<file path="src/rtl/mult_ram_sequencer.sv">
// Register-programmed sequencer that multiplies vectors held in a dual-port RAM,
// either elementwise into a destination vector or accumulated into a dot product.
module mult_ram_sequencer #(
   parameter int DATA_W   = 32,
   parameter int ADDR_W   = 4,
   parameter int MULT_LAT = 3
) (
   input  logic              CLK,
   input  logic              RESET,
   input  logic              WRITE_F,
   input  logic [3:0]        ADDR,
   input  logic [DATA_W-1:0] WRITE_DATA,
   output logic [DATA_W-1:0] READ_DATA,
   output logic [ADDR_W-1:0] RAM_ADDR,
   output logic              RAM_RD_EN,
   input  logic [DATA_W-1:0] RAM_RDATA,
   output logic              RAM_WE,
   output logic [DATA_W-1:0] RAM_WDATA,
   output logic              IRQ
);

   localparam int LEN_W = ADDR_W + 1;
   localparam int DEPTH = 1 << ADDR_W;
   localparam int CNT_W = (MULT_LAT > 1) ? $clog2(MULT_LAT) : 1;
   localparam logic [LEN_W-1:0] LEN_MAX  = LEN_W'(DEPTH);
   localparam logic [CNT_W-1:0] MUL_LAST = CNT_W'(MULT_LAT - 1);

   typedef enum logic [2:0] {
      IDLE, RD_A, RD_B, CAP_B, MUL, WR, FINAL, DONE
   } state_t;

   state_t            state;
   logic [ADDR_W-1:0] src_a, src_b, dst;
   logic [LEN_W-1:0]  length, idx, count, idx_next;
   logic              mode_reg, irq_en, run_mode;
   logic              busy, done, err, ovf;
   logic [DATA_W-1:0] op_a, op_b, acc, result;
   logic [CNT_W-1:0]  mul_cnt;
   logic [2*DATA_W-1:0] prod;
   logic [DATA_W:0]   acc_sum;
   logic              ctrl_wr, start_req, abort_req, cfg_wr;

   // Host bus: a register write takes effect on the edge where WRITE_F is high;
   // reads are combinational from ADDR with no strobe. There is no backpressure.
   assign ctrl_wr   = WRITE_F && (ADDR == 4'd0);
   assign abort_req = ctrl_wr && WRITE_DATA[2];
   assign start_req = ctrl_wr && WRITE_DATA[0] && !WRITE_DATA[2];
   assign cfg_wr    = WRITE_F && (ADDR >= 4'd1) && (ADDR <= 4'd4);

   // Operands stay frozen through MUL, so this product path has MULT_LAT cycles to settle.
   assign prod     = {{DATA_W{1'b0}}, op_a} * {{DATA_W{1'b0}}, op_b};
   assign acc_sum  = {1'b0, acc} + {1'b0, prod[DATA_W-1:0]};
   assign idx_next = idx + LEN_W'(1);
   assign IRQ      = done & irq_en;

   always_comb begin
      READ_DATA = '0;
      case (ADDR)
         4'd0:    READ_DATA = DATA_W'({irq_en, 1'b0, mode_reg, 1'b0});
         4'd1:    READ_DATA = DATA_W'(src_a);
         4'd2:    READ_DATA = DATA_W'(src_b);
         4'd3:    READ_DATA = DATA_W'(dst);
         4'd4:    READ_DATA = DATA_W'(length);
         4'd5:    READ_DATA = DATA_W'({ovf, err, done, busy});
         4'd6:    READ_DATA = result;
         4'd7:    READ_DATA = DATA_W'(count);
         default: READ_DATA = '0;
      endcase
   end

   always_ff @(posedge CLK) begin
      if (RESET) begin
         state     <= IDLE;
         src_a     <= '0;
         src_b     <= '0;
         dst       <= '0;
         length    <= '0;
         idx       <= '0;
         count     <= '0;
         mode_reg  <= 1'b0;
         irq_en    <= 1'b0;
         run_mode  <= 1'b0;
         busy      <= 1'b0;
         done      <= 1'b0;
         err       <= 1'b0;
         ovf       <= 1'b0;
         op_a      <= '0;
         op_b      <= '0;
         acc       <= '0;
         result    <= '0;
         mul_cnt   <= '0;
         RAM_ADDR  <= '0;
         RAM_RD_EN <= 1'b0;
         RAM_WE    <= 1'b0;
         RAM_WDATA <= '0;
      end else begin
         RAM_RD_EN <= 1'b0;
         RAM_WE    <= 1'b0;

         if (WRITE_F) begin
            case (ADDR)
               4'd0: begin
                  mode_reg <= WRITE_DATA[1];
                  irq_en   <= WRITE_DATA[3];
               end
               4'd1: if (!busy) src_a <= WRITE_DATA[ADDR_W-1:0];
               4'd2: if (!busy) src_b <= WRITE_DATA[ADDR_W-1:0];
               4'd3: if (!busy) dst <= WRITE_DATA[ADDR_W-1:0];
               4'd4: if (!busy) length <= (WRITE_DATA > DATA_W'(DEPTH)) ?
                                          LEN_MAX : WRITE_DATA[LEN_W-1:0];
               4'd5: begin
                  if (WRITE_DATA[1]) done <= 1'b0;
                  if (WRITE_DATA[2]) err  <= 1'b0;
                  if (WRITE_DATA[3]) ovf  <= 1'b0;
               end
               default: ;
            endcase
         end
         if (busy && (start_req || cfg_wr)) err <= 1'b1;

         // Status sets below are placed after the W1C path so a coincident set wins.
         if (abort_req && busy) begin
            state <= IDLE;
            busy  <= 1'b0;
         end else begin
            case (state)
               IDLE: if (start_req) begin
                  run_mode <= WRITE_DATA[1];
                  idx      <= '0;
                  count    <= '0;
                  acc      <= '0;
                  done     <= 1'b0;
                  ovf      <= 1'b0;
                  busy     <= 1'b1;
                  if (length == '0) begin
                     state <= DONE;
                  end else begin
                     state     <= RD_A;
                     RAM_RD_EN <= 1'b1;
                     RAM_ADDR  <= src_a;
                  end
               end
               RD_A: begin
                  state     <= RD_B;
                  RAM_RD_EN <= 1'b1;
                  RAM_ADDR  <= src_b + idx[ADDR_W-1:0];
               end
               RD_B: begin
                  op_a  <= RAM_RDATA;
                  state <= CAP_B;
               end
               CAP_B: begin
                  op_b    <= RAM_RDATA;
                  mul_cnt <= '0;
                  state   <= MUL;
               end
               MUL: begin
                  if (mul_cnt == MUL_LAST) begin
                     state <= WR;
                     if (!run_mode) begin
                        RAM_WE    <= 1'b1;
                        RAM_ADDR  <= dst + idx[ADDR_W-1:0];
                        RAM_WDATA <= prod[DATA_W-1:0];
                     end
                  end else begin
                     mul_cnt <= mul_cnt + CNT_W'(1);
                  end
               end
               WR: begin
                  if (|prod[2*DATA_W-1:DATA_W]) ovf <= 1'b1;
                  if (run_mode) begin
                     acc <= acc_sum[DATA_W-1:0];
                     if (acc_sum[DATA_W]) ovf <= 1'b1;
                  end else begin
                     result <= prod[DATA_W-1:0];
                  end
                  idx   <= idx_next;
                  count <= count + LEN_W'(1);
                  if (idx_next < length) begin
                     state     <= RD_A;
                     RAM_RD_EN <= 1'b1;
                     RAM_ADDR  <= src_a + idx_next[ADDR_W-1:0];
                  end else if (run_mode) begin
                     state     <= FINAL;
                     RAM_WE    <= 1'b1;
                     RAM_ADDR  <= dst;
                     RAM_WDATA <= acc_sum[DATA_W-1:0];
                  end else begin
                     state <= DONE;
                  end
               end
               FINAL: begin
                  result <= acc;
                  state  <= DONE;
               end
               DONE: begin
                  done  <= 1'b1;
                  busy  <= 1'b0;
                  state <= IDLE;
               end
               default: state <= IDLE;
            endcase
         end
      end
   end

endmodule
</file>
<file path="config.mk">
export PLATFORM = sky130hd
export DESIGN_NAME = mult_ram_sequencer
export DESIGN_NICKNAME = d
export VERILOG_FILES = /design/src/rtl/mult_ram_sequencer.sv
export SDC_FILE = /design/constraint.sdc
export NUM_CORES = 2
export LEC_CHECK = 0
export BUFFER_PORTS_ARGS = -buffer_cell sky130_fd_sc_hd__buf_2
export CAP_MARGIN = 20
export CORE_AREA = 2 2 274 276
export DETAILED_ROUTE_END_ITERATION = 7
export DIE_AREA = 0 0 276 278
export GPL_TIMING_DRIVEN = 0
export PLACE_DENSITY = 0.86
export SYNTH_ARGS = -nofsm -noshare
export SYNTH_HDL_FRONTEND = slang
export SYNTH_SLANG_ARGS = --single-unit
</file>
<file path="constraint.sdc">
create_clock -name CLK -period 16.13 [get_ports CLK]
set_input_delay 4.0325 -clock CLK [delete_from_list [all_inputs] [get_ports CLK]]
set_output_delay 4.0325 -clock CLK [all_outputs]
set_load 0.03 [all_outputs]
</file>
==> impl_metrics.json <==
{
  "antenna_found_initial": 10,
  "port-buffer-count": 138,
  "synth_cell_type_count": 79,
  "finalPower_uw": 1960,
  "p_leak_uw": 0.01950,
  "final_common_cell": "fa_1",
  "overflow": 0,
  "rows": 100,
  "io_pins": 142,
  "setup_tns_ns": 0,
  "grt_pass1_vias": 39063,
  "netSwitchingFraction": 0.4776,
  "setup.worst_path.class": "reg2reg",
  "path_clk_slew_ns": 0.08,
  "synth_adder_area_share": 0.4983,
  "dpl.hpwl_um": 130400,
  "dr.pass1.iters": 8,
  "synth_enable_flop_cells": 0,
  "p_seq_frac": 0.317,
  "wl_per_cell_um": 25.25,
  "initial_utilization": 0.5940,
  "grt_max_degree": 14,
  "insertion_delay_ns": 0.60,
  "synth_top_family_by_area": "adder cells",
  "max_cap_viol_count": 0,
  "place_area_um2": 45760,
  "synth-seq-cells": 205,
  "violations": "DRC",
  "max_slew.worst_pin.slew_ns": 1.191,
  "setup-violations-final": 0,
  "finalNetCount": 6442,
  "critPathMaxFanout": 10,
  "cp_data_required_time_ns": 16.62,
  "max_slew_margin": 0.2058,
  "viasPerCell": 6.115,
  "drv_slew": 0,
  "synth_xor_area_frac": 0.01578,
  "clockBufferDepth": 3,
  "die_w_um": 276,
  "critPathSlowestCell": "dfxtp_1",
  "die_area_um2": 76730,
  "synthMuxAreaShare": 0.01769,
  "syn_area_um2": 43850,
  "status": "finished with violations",
  "irDropWorstVdd_mv": 0.08720,
  "async_reset_ff_frac": 0,
  "grt_pass1_wl_um": 236000,
  "synthesis.nets": 6278,
  "min_period_ns": 10.55,
  "r2r_slack_ns": 5.58,
  "endpoint_kind": "flop",
  "chipHeight_um": 278,
  "drt_iter0_drc": 3874,
  "p_switching_uw": 936.1,
  "min_period_over_period": 0.6544,
  "worst_setup_path_start_kind": "flop",
  "synthCells": 5000,
  "grtUsageTotal": 0.4121,
  "cts_sinks": 205,
  "vias": 37650,
  "wl_um": 155500,
  "antenna_left": 0,
  "cts_tree": "built",
  "p_int_uw": 1024,
  "gp_congestion": 1.090,
  "p_comb_frac": 0.387,
  "worst_path_most_repeated_cell": "fa_1",
  "synth-seq-area-share": 0.09359,
  "yosysWarnings": 0,
  "cp_slowest_stage_delay_ns": 0.79,
  "arrival_ns": 11.05,
  "skew_ns": 0.04402,
  "rsz0062_at_grt": "false",
  "hold_viol": 0,
  "final_cell_mix": "fa_1, nand2_1, inv_1",
  "cts-resized-gates": 0,
  "drive_above_1_share": 0.04420,
  "synth-simple-area-share": 0.2049,
  "synthFlopType": "dfxtp_1",
  "area_growth_pct": 6.234,
  "power_density_nw_per_um2": 42.08,
  "postCtsHoldBufs": 0,
  "cts_setup_buffers": 0,
  "clkPwrFrac": 0.296,
  "syn_avg_cell_area_um2": 8.770,
  "cts_root_buffer": "clkbuf_16",
  "core_um2": 73820,
  "drc": 4,
  "synth_compound_area_frac": 0.07980,
  "final_cell_area_um2": 46590,
  "hp-class": "reg2reg",
  "fmax_mhz": 94.74,
  "htree_levels": 1,
  "cts_made_buffers": 24
}
[metal layers]
layer	global-route usage	up-vias	wire, um
met3	0.1247	712	20530
met1	0.5087	18520	54580
met5	0	-	0
li1	-	15812	-
met4	0.2851	0	13760
met2	0.6242	2606	66630
[path summary, 6_finish.rpt]
check / start / cells past startpoint / endpoint
min: RAM_WDATA[9] / 2 / RAM_WDATA[9]
max: op_b[9] / 34 / ovf
max reg2reg: op_b[9] / 34 / ovf
min reg2reg: RAM_WDATA[9] / 2 / RAM_WDATA[9]
[per-stage QoR]
stage,hold slack (ns),worst slack [ns],utilization,cells
2_1_floorplan,0.4333,6.598,-,5000
3_3_place_gp,0.4534,5.908,0.6198,6107
3_5_place_dp,0.4567,5.831,0.6199,6107
4_1_cts,0.4660,5.822,0.6308,6150
5_1_grt,0.4909,5.162,0.6308,6150
6_report,0.4703,5.575,0.6311,6157
[synth_stat cells, types with 7 or more instances]
cell type | count | area [um^2]
o21ai_0 | 73 | 365.4
nor3b_1 | 9 | 67.56
nand2_1 | 734 | 2755
or2_2 | 10 | 62.56
o21a_1 | 15 | 112.6
nand2b_1 | 21 | 131.4
o31ai_1 | 7 | 52.55
mux2i_1 | 64 | 640.6
ha_1 | 308 | 3854
buf_2 | 13 | 65.06
nor3_1 | 44 | 220.2
dfxtp_1 | 205 | 4104
clkbuf_1 | 295 | 1107
xor2_1 | 38 | 332.8
xnor2_1 | 41 | 359.1
inv_1 | 730 | 2740
a22oi_1 | 16 | 120.1
nand3_1 | 41 | 205.2
a2111oi_0 | 7 | 61.31
a21oi_1 | 236 | 1181
nor2_1 | 232 | 870.8
a21o_1 | 42 | 315.3
a211oi_1 | 66 | 495.5
or3_1 | 12 | 75.07
a31oi_1 | 11 | 68.82
and3_1 | 9 | 56.30
o211ai_1 | 8 | 60.06
o22ai_1 | 9 | 56.30
nor2b_1 | 9 | 56.30
and2_1 | 632 | 3954
fa_1 | 899 | 18000
nand4_1 | 41 | 256.5
nor4_1 | 12 | 75.07
o21bai_1 | 14 | 105.1
[logic make-up after synthesis]
kind of cell	Yosys count
AND/OR/NAND/NOR	1829
adder cells (fa/ha/maj)	1207
buffers and inverters	1046
AO/OA/AOI/OAI	562
flip-flops	205
XOR/XNOR	79
multiplexers	72
[power groups by stage]
stage / combinational, uW / sequential [uW] / clock (uW)
after global placement: 701 / 625 / 0
after floorplan: 368 / 586 / 0
after global routing: 770 / 620 / 592
after detailed placement: 707 / 625 / 0
final: 758 / 622 / 581
after CTS: 714 / 614 / 579
[critical path: cells and delay by family, from the launching register on]
family	cells	cell delay, ns
AOI/OAI and AO/OA	8	2.06
xor gates and xnor gates	1	0.41
adders and majority gates	10	4.76
buffers and inverters	8	1.11
DFF	1	0.79
and+or+nand+nor	7	1.29
[layout make-up]
type / instances / area (um^2)
diodes: 7 / 17.52
plain buffers: 315 / 1200
clock buffers: 31 / 656.9
clock inverters: 12 / 150.1
fillers: 6183 / 27230
inverters: 731 / 2744
multi-input cells: 3749 / 35810
flip-flops and latches: 205 / 4104
well taps: 969 / 1212
repair buffers: 138 / 690.7
Power figures use the tool's default switching activity.
